## src/rtl/gray_pkg.sv

```systemverilog
// gray_pkg: types and helpers shared by the Gray-code counter and its decoder
package gray_pkg;
  localparam int GRAY_WIDTH = 4;
  localparam int GRAY_MAX_W = 32;
  typedef enum logic [1:0] {INIT, ACQUIRE, TRACK} state_e;
  function automatic logic [GRAY_MAX_W-1:0] gray2bin(input logic [GRAY_MAX_W-1:0] g);
    logic [GRAY_MAX_W-1:0] b;
    b[GRAY_MAX_W-1] = g[GRAY_MAX_W-1];
    for (int i = GRAY_MAX_W - 2; i >= 0; i--) b[i] = b[i+1] ^ g[i];
    return b;
  endfunction
endpackage

```

## src/rtl/gray_sync.sv

```systemverilog
// gray_sync: STAGES-deep flop chain bringing an asynchronous Gray count into clk
module gray_sync #(
  parameter int W      = 4,
  parameter int STAGES = 2
) (
  input  logic         clk,
  input  logic         reset,
  input  logic [W-1:0] d_i,
  output logic [W-1:0] q_o
);
  logic [W-1:0] stg_q [STAGES];
  // shift the sample one flop further each cycle
  always_ff @(posedge clk) begin
    if (reset) begin
      for (int i = 0; i < STAGES; i++) stg_q[i] <= '0;
    end else begin
      stg_q[0] <= d_i;
      for (int i = 1; i < STAGES; i++) stg_q[i] <= stg_q[i-1];
    end
  end
  assign q_o = stg_q[STAGES-1];
endmodule

```

## src/rtl/gray_decoder.sv

```systemverilog
// gray_decoder: decodes a Gray count, tracks legal +1 advance, reports lock and errors.
// Define GRAY_DEC_SYNC_EN to capture gray_in through a SYNC_STAGES-deep synchronizer.
module gray_decoder
  import gray_pkg::*;
#(
  parameter int WIDTH       = GRAY_WIDTH,
  parameter int SYNC_STAGES = 2,
  parameter int LOCK_CNT    = 3,
  parameter int ERR_W       = 8
) (
  input  logic             clk,
  input  logic             reset,
  input  logic [WIDTH-1:0] gray_in,
  output logic [WIDTH-1:0] bin_out,
  output logic             bin_valid,
  output logic             locked,
  output logic             step_err,
  output logic [ERR_W-1:0] err_count
);
  // fill counter is sized for the deeper synchronized path so both builds share it
  localparam int FILL_W = $clog2(SYNC_STAGES + 2);
  localparam int LOCK_W = $clog2(LOCK_CNT + 1);
  logic [WIDTH-1:0] cap;
  logic [WIDTH-1:0] bin_q, bin_d, prev_q, prev_d, delta;
  logic [FILL_W-1:0] fill_q;
  logic [LOCK_W-1:0] lock_q, lock_d;
  logic [ERR_W-1:0] err_q, err_d;
  state_e state_q, state_d;
  logic valid, hold, inc, legal;
`ifdef GRAY_DEC_SYNC_EN
  localparam int S = SYNC_STAGES;
  gray_sync #(.W(WIDTH), .STAGES(SYNC_STAGES)) u_sync (
    .clk  (clk),
    .reset(reset),
    .d_i  (gray_in),
    .q_o  (cap)
  );
`else
  localparam int S = 1;
  logic [WIDTH-1:0] cap_q;
  // single capture flop; producer is already in the clk domain
  always_ff @(posedge clk) cap_q <= reset ? '0 : gray_in;
  assign cap = cap_q;
`endif
  assign bin_d = WIDTH'(gray2bin(GRAY_MAX_W'(cap)));
  assign valid = fill_q == FILL_W'(S + 1);
  // decode register and pipeline fill tracking
  always_ff @(posedge clk) begin
    if (reset) begin
      bin_q  <= '0;
      fill_q <= '0;
    end else begin
      bin_q  <= bin_d;
      fill_q <= valid ? fill_q : fill_q + 1'b1;
    end
  end
  assign delta = bin_q - prev_q;
  assign hold  = delta == '0;
  assign inc   = delta == WIDTH'(1);
  assign legal = hold | inc;
  // FSM state, last observed count, lock progress and error tally
  always_ff @(posedge clk) begin
    if (reset) begin
      state_q <= INIT;
      prev_q  <= '0;
      lock_q  <= '0;
      err_q   <= '0;
    end else begin
      state_q <= state_d;
      prev_q  <= prev_d;
      lock_q  <= lock_d;
      err_q   <= err_d;
    end
  end
  // next state: prev follows every valid sample, even an illegal one
  always_comb begin
    state_d = state_q;
    prev_d  = prev_q;
    lock_d  = lock_q;
    if (valid) begin
      prev_d = bin_q;
      case (state_q)
        INIT: begin
          state_d = ACQUIRE;
          lock_d  = '0;
        end
        ACQUIRE: begin
          lock_d  = !legal ? '0 : inc ? lock_q + 1'b1 : lock_q;
          state_d = (lock_d == LOCK_W'(LOCK_CNT)) ? TRACK : ACQUIRE;
        end
        TRACK: begin
          state_d = legal ? TRACK : ACQUIRE;
          lock_d  = '0;
        end
        default: state_d = INIT;
      endcase
    end
  end
  // outputs: reset masks a coincident illegal step; the tally saturates
  always_comb begin
    locked   = state_q == TRACK;
    step_err = !reset && valid && state_q == TRACK && !legal;
    err_d    = (step_err && err_q != '1) ? err_q + 1'b1 : err_q;
  end
  assign bin_out   = bin_q;
  assign bin_valid = valid;
  assign err_count = err_q;
endmodule

```

## config.mk

```make
export PLATFORM = sky130hd
export DESIGN_NAME = gray_decoder
export DESIGN_NICKNAME = d
export VERILOG_FILES = /design/src/rtl/gray_pkg.sv /design/src/rtl/gray_sync.sv /design/src/rtl/gray_decoder.sv
export SDC_FILE = /design/constraint.sdc
export NUM_CORES = 1
export LEC_CHECK = 0
export ABC_AREA = 1
export CAP_MARGIN = 30
export CORE_ASPECT_RATIO = 2
export CORE_MARGIN = 4
export CORE_UTILIZATION = 40
export DETAILED_ROUTE_END_ITERATION = 6
export PLACE_DENSITY = 0.68
export SLEW_MARGIN = 30
export SYNTH_ARGS = -nofsm -noshare
export SYNTH_HDL_FRONTEND = slang
export SYNTH_SLANG_ARGS = --single-unit
```

## constraint.sdc

```tcl
create_clock -name clk -period 2.4 [get_ports clk]
set_input_delay 0.24 -clock clk [delete_from_list [all_inputs] [get_ports clk]]
set_output_delay 0.24 -clock clk [all_outputs]
set_load 0.005 [all_outputs]
```

# Yosys cells after proc, flatten, opt, wreduce, memory -nomap -nowiden
# Cells that the tools add are included.
[totals] reg_bits=26 word_cells=38
[classes] add_sub_neg=4 n_eq_ne=6 mux=6 bitwise_logic=4 n_reduce_logical=11
[op_table] cell="$add 8x1->8 const B" n=1
[op_table] cell="$mux 2" n=4
[op_table] cell="$ne 8x8->1 const B" n=1
[op_table] cell="$eq 2x2->1 const B" n=3
[op_table] cell="$pmux 2 s3" n=1
[op_table] cell="$add 2x1->2 const B" n=2
[op_table] cell="$eq 4x1->1 const B" n=1
[op_table] cell="$logic_and 1x1->1" n=4
[op_table] cell="$logic_not 4->1" n=1
[op_table] cell="$pmux 2 s2" n=1
[op_table] cell="$sub 4x4->4" n=1
[op_table] cell="$xor 1x1->1" n=3
[op_table] cell="$eq 2x1->1 const B" n=1
[op_table] cell="$logic_not 1->1" n=2
[op_table] cell="$logic_not 2->1" n=1
[op_table] cell="$reduce_and 2->1" n=1
[op_table] cell="$reduce_bool 2->1" n=1
[op_table] cell="$reduce_or 2->1" n=1
[op_table] cell="$or 1x1->1" n=1

# Longest topological paths before layout
[depth] depth_word=7 mapped_depth=14 depth_no_buf=14

# Worst setup path after synthesis
# No wires, ideal clock.
[synth_timing] kind="flip-flop to flip-flop" startpoint="register bin_q[0] (netlist: bin_out[0])" endpoint="register err_q[6] (netlist: err_count[6])" arrival_time_ns=1.764 setup_slack_ns=0.568 path_stages_with_launch=13 path_buffers=0 cell_sequence="dfxtp_1 inv_1 ha_1 inv_1 fa_1 nand3b_2 inv_2 nand2_2 nand2_2 inv_4 nand2_4 nand2_1 a21oi_2"
[synth_between] elab_chain_len=6
[synth_lines] item="start, declared" line_no="gray_decoder.sv:24" text="logic [WIDTH-1:0] bin_q, bin_d, prev_q, prev_d, delta;"
[synth_lines] item="start signal, assigned" line_no="gray_decoder.sv:53" text="bin_q <= bin_d;"
[synth_lines] item="$sub 4x4->4 (*)" line_no="gray_decoder.sv:57" text="assign delta = bin_q - prev_q;"
[synth_lines] item="$eq 4x1->1 or $logic_not 4->1 (tied branches)" line_no="gray_decoder.sv:59, gray_decoder.sv:58"
[synth_lines] item="$or 1x1->1 (*)" line_no="gray_decoder.sv:60" text="assign legal = hold | inc;"
[synth_lines] item="$logic_not 1->1 (*)" line_no="gray_decoder.sv:102" text="step_err = !reset && valid && state_q == TRACK && !legal;"
[synth_lines] item="$logic_and 1x1->1 (*)" line_no="gray_decoder.sv:102"
[synth_lines] item="net step_err" line_no="gray_decoder.sv:17" text="output logic step_err,"
[synth_lines] item="$logic_and 1x1->1 (*)" line_no="gray_decoder.sv:103" text="err_d = (step_err && err_q != '1) ? err_q + 1'b1 : err_q;"
[synth_lines] item="end signal, assigned" line_no="gray_decoder.sv:72" text="err_q <= err_d;"
[synth_lines] item="end, declared" line_no="gray_decoder.sv:27" text="logic [ERR_W-1:0] err_q, err_d;"
# The timed path passes the listed nets; every way through them passes the cells marked *.
# A chain may end at the register's enable or synchronous reset.

# Worst setup path after layout
[layout_timing] startpoint="register bin_q[0] (netlist: bin_out[0])" endpoint="output step_err"
[layout_between] elab_chain_len=5
[layout_lines] item="$sub 4x4->4 (*)" line_no="gray_decoder.sv:57"
[layout_lines] item="$eq 4x1->1 or $logic_not 4->1 (tied branches)" line_no="gray_decoder.sv:59, gray_decoder.sv:58"
[layout_lines] item="$or 1x1->1 (*)" line_no="gray_decoder.sv:60"
[layout_lines] item="$logic_not 1->1 (*)" line_no="gray_decoder.sv:102"
[layout_lines] item="$logic_and 1x1->1 (*)" line_no="gray_decoder.sv:102"
[layout_lines] item="end, declared" line_no="gray_decoder.sv:17"
# Mark *: on every way between the ends. The rest lies on a longest branch, timed or not.

==> flow_summary.json <==
{
  "antenna_left": 0,
  "ff2ff_path_depth": 10,
  "relSlewSlack": 0.7858,
  "clkSinkCount": 26,
  "core_um2": 3193,
  "first_pass_iters": 4,
  "run_status": "finished clean",
  "critPathRequiredTime_ns": 2.16,
  "die_h_um": 89.32,
  "slew_violations": 0,
  "crit_arrival_ns": 2.05,
  "tns_ns": 0,
  "timing.final.crit_share": 0.9561,
  "post_drt_wl_per_cell_um": 12.77,
  "track_usage": 0.1476,
  "drive_gt1_frac": 0.1371,
  "rsz0062_at_grt": "no",
  "syn-num-nets": 184,
  "grt_max_degree": 21,
  "maxCapViolCount": 0,
  "power.switching_uw": 485.6,
  "path_clk_slew_ns": 0.10,
  "drtIter0Drc": 50,
  "drcViolationCount": 0,
  "fin_skew_ns": 0.008769,
  "hold_start": "cap[3]$_SDFF_PP0_",
  "crit_type": "flip-flop to output port",
  "clkLatencyLatePin_ns": 0.27,
  "ys_types": 27,
  "initial_core_util": 0.4142,
  "hold_buffers": 0,
  "place_area_um2": 1563,
  "cp-end-kind": "output port",
  "cts_made_buffers": 3,
  "gp_congestion": 0.8266,
  "r2r_slack_ns": 0.31,
  "area_growth_pct": 25.26,
  "startpoint": "bin_out[0]$_SDFF_PP0_",
  "fmax_mhz": 435.8,
  "fillers": 316,
  "synthCells": 172,
  "utilization": 0.5188,
  "r2r_end": "state_q[1]$_SDFFE_PP0P_",
  "clock_power_share": 0.256,
  "htreeDepth": 1,
  "portBuffers": 20,
  "clockBufferDepth": 2,
  "viasPerCell": 5.110,
  "n_antenna_cell": 0,
  "synth_seq_cells": 26,
  "power_mw": 1.414,
  "leakage_nw": 0.7198,
  "io_pins": 21,
  "yosysSeqAreaShare": 0.3936,
  "layout.nets": 210,
  "cts_tree": "yes",
  "seqPwrFrac": 0.373,
  "yosysWarnings": 0,
  "final-hold-violation-count": 0,
  "cp_max_fo": 2,
  "worst_pin_slew_ns": 0.3201,
  "post-route-min-period_ns": 2.295,
  "finalSetupViolCount": 0,
  "dieArea_um2": 4346,
  "netlist_area_um2": 1323,
  "dp_hpwl_um": 2182,
  "routed_wl_um": 2912,
  "comb_power_share": 0.371,
  "r2r-start": "bin_out[0]$_SDFF_PP0_",
  "first_global_vias": 1251,
  "crit_end": "step_err",
  "dieWidth_um": 48.66,
  "post-route-cell-area_um2": 1657,
  "hold_class": "flip-flop to flip-flop",
  "final_common_cell": "nand2_1",
  "netSwitchingFraction": 0.3434,
  "gr-total-overflow": 0,
  "vias": 1165,
  "pwr_density_cell_nw_per_um2": 853.5,
  "syn_area_per_cell_um2": 7.689,
  "internal_power_uw": 928.4,
  "cts_root_buffer": "clkbuf_8",
  "fp-row-count": 29,
  "antenna_found_initial": 0,
  "grt_pass1_wl_um": 5078,
  "critPathLaunchType": "flip-flop",
  "peakVddDrop_v": 0.0005793,
  "final_cell_mix": "nand2_1, dfxtp_1, inv_1, clkdlybuf4s50_1, a21oi_1"
}
## flip-flops by register name, indices dropped and copies added (netlist names)
name	cells
state_q	2
err_count	8
prev_q	4
bin_out	4
lock_q	2
cap	4
fill_q	2
## power groups by stage
stage,Sequential [mW],Combinational (mW),Clock (mW)
final,0.527,0.524,0.362
after global routing,0.533,0.586,0.392
after CTS,0.527,0.507,0.371
after detailed placement,0.538,0.481,0
after global placement,0.532,0.453,0
after floorplan,0.528,0.347,0
## repair_timing
| action | CTS | global route |
|---|---|---|
| buffers inserted | 1 | 1 |
| pin swaps | 1 | 1 |
| cloned | 0 | 0 |
| gates resized for setup | 2 | 1 |
| endpoints found under the setup margin | 1 | 1 |
## kinds of logic (layout without fill, tap and decap cells)
kind of cell	after synthesis	count (layout)	share of synthesized area
simple gates	73	73	0.2782
buf+inv	30	55	0.08894
compound gates	28	28	0.1173
flops	26	26	0.3936
xor+xnor	9	9	0.05961
fa+ha+maj	6	6	0.06244
## Yosys cell counts, drive strengths merged
library cell  instances  area, um^2
nor3                  2       26.28
nand3b                1       11.26
nand2                33       138.9
inv                  27       103.9
xnor2                 2       17.52
or2                   2       12.52
nor2                 16       62.56
ha                    5       62.56
xor2                  7       61.31
dfxtp                26       520.5
a21oi                20       115.1
fa                    1       20.02
o21ai                 8       40.04
nand4                 3       18.77
nand3                16       97.60
buf                   3       13.76
## cell type report
cell class	instances	area, um^2	share of cell area
clock inverters	1	30.03	0.01813
flip-flops and latches	26	520.5	0.3142
repair buffers	24	229.0	0.1382
multi-input cells	116	693.2	0.4184
clock buffers	3	41.29	0.02492
inverters	27	103.9	0.06269
well taps	31	38.79	0.02341
## layer usage
| layer | global-route usage | wire length (um) |
|---|---|---|
| met2 | 0.2833 | 1629 |
| met3 | 0.02337 | 89 |
| met1 | 0.1331 | 1071 |
| met5 | 0 | 0 |
| met4 | 0.1152 | 121 |
## how the worst min path moves through the flow
stage | endpoint | cells past startpoint | slack (ns)
3_5_place_dp | bin_out[3]$_SDFF_PP0_ | 2 | 0.43
6_report | bin_out[3]$_SDFF_PP0_ | 2 | 0.45
5_1_grt | cap[0]$_SDFF_PP0_ | 3 | 0.46
3_3_place_gp | bin_out[3]$_SDFF_PP0_ | 2 | 0.43
4_1_cts | bin_out[3]$_SDFF_PP0_ | 2 | 0.45
2_1_floorplan | cap[0]$_SDFF_PP0_ | 2 | 0.35
## metrics by stage
| step | hold WS (ns) | std cells | setup WS (ns) |
|---|---|---|---|
| 2_1_floorplan | 0.3470 | 172 | 0.5683 |
| 4_1_cts | 0.4471 | 227 | 0.04317 |
| 6_report | 0.4471 | 228 | 0.1053 |
| 3_5_place_dp | 0.4335 | 222 | 0.09498 |
| 3_3_place_gp | 0.4258 | 222 | 0.1781 |
| 5_1_grt | 0.4578 | 228 | 0.009408 |
## critical path: stages (launching register included)
cell           delay [ns]
dfxtp_1              0.35
inv_1                0.06
ha_1                 0.20
inv_2                0.07
fa_1                 0.43
nand3b_4             0.18
inv_2                0.07
nand2_2              0.06
nand2_2              0.07
inv_4                0.03
dlygate4sd2_1        0.25
Power figures use the tool's default switching activity.
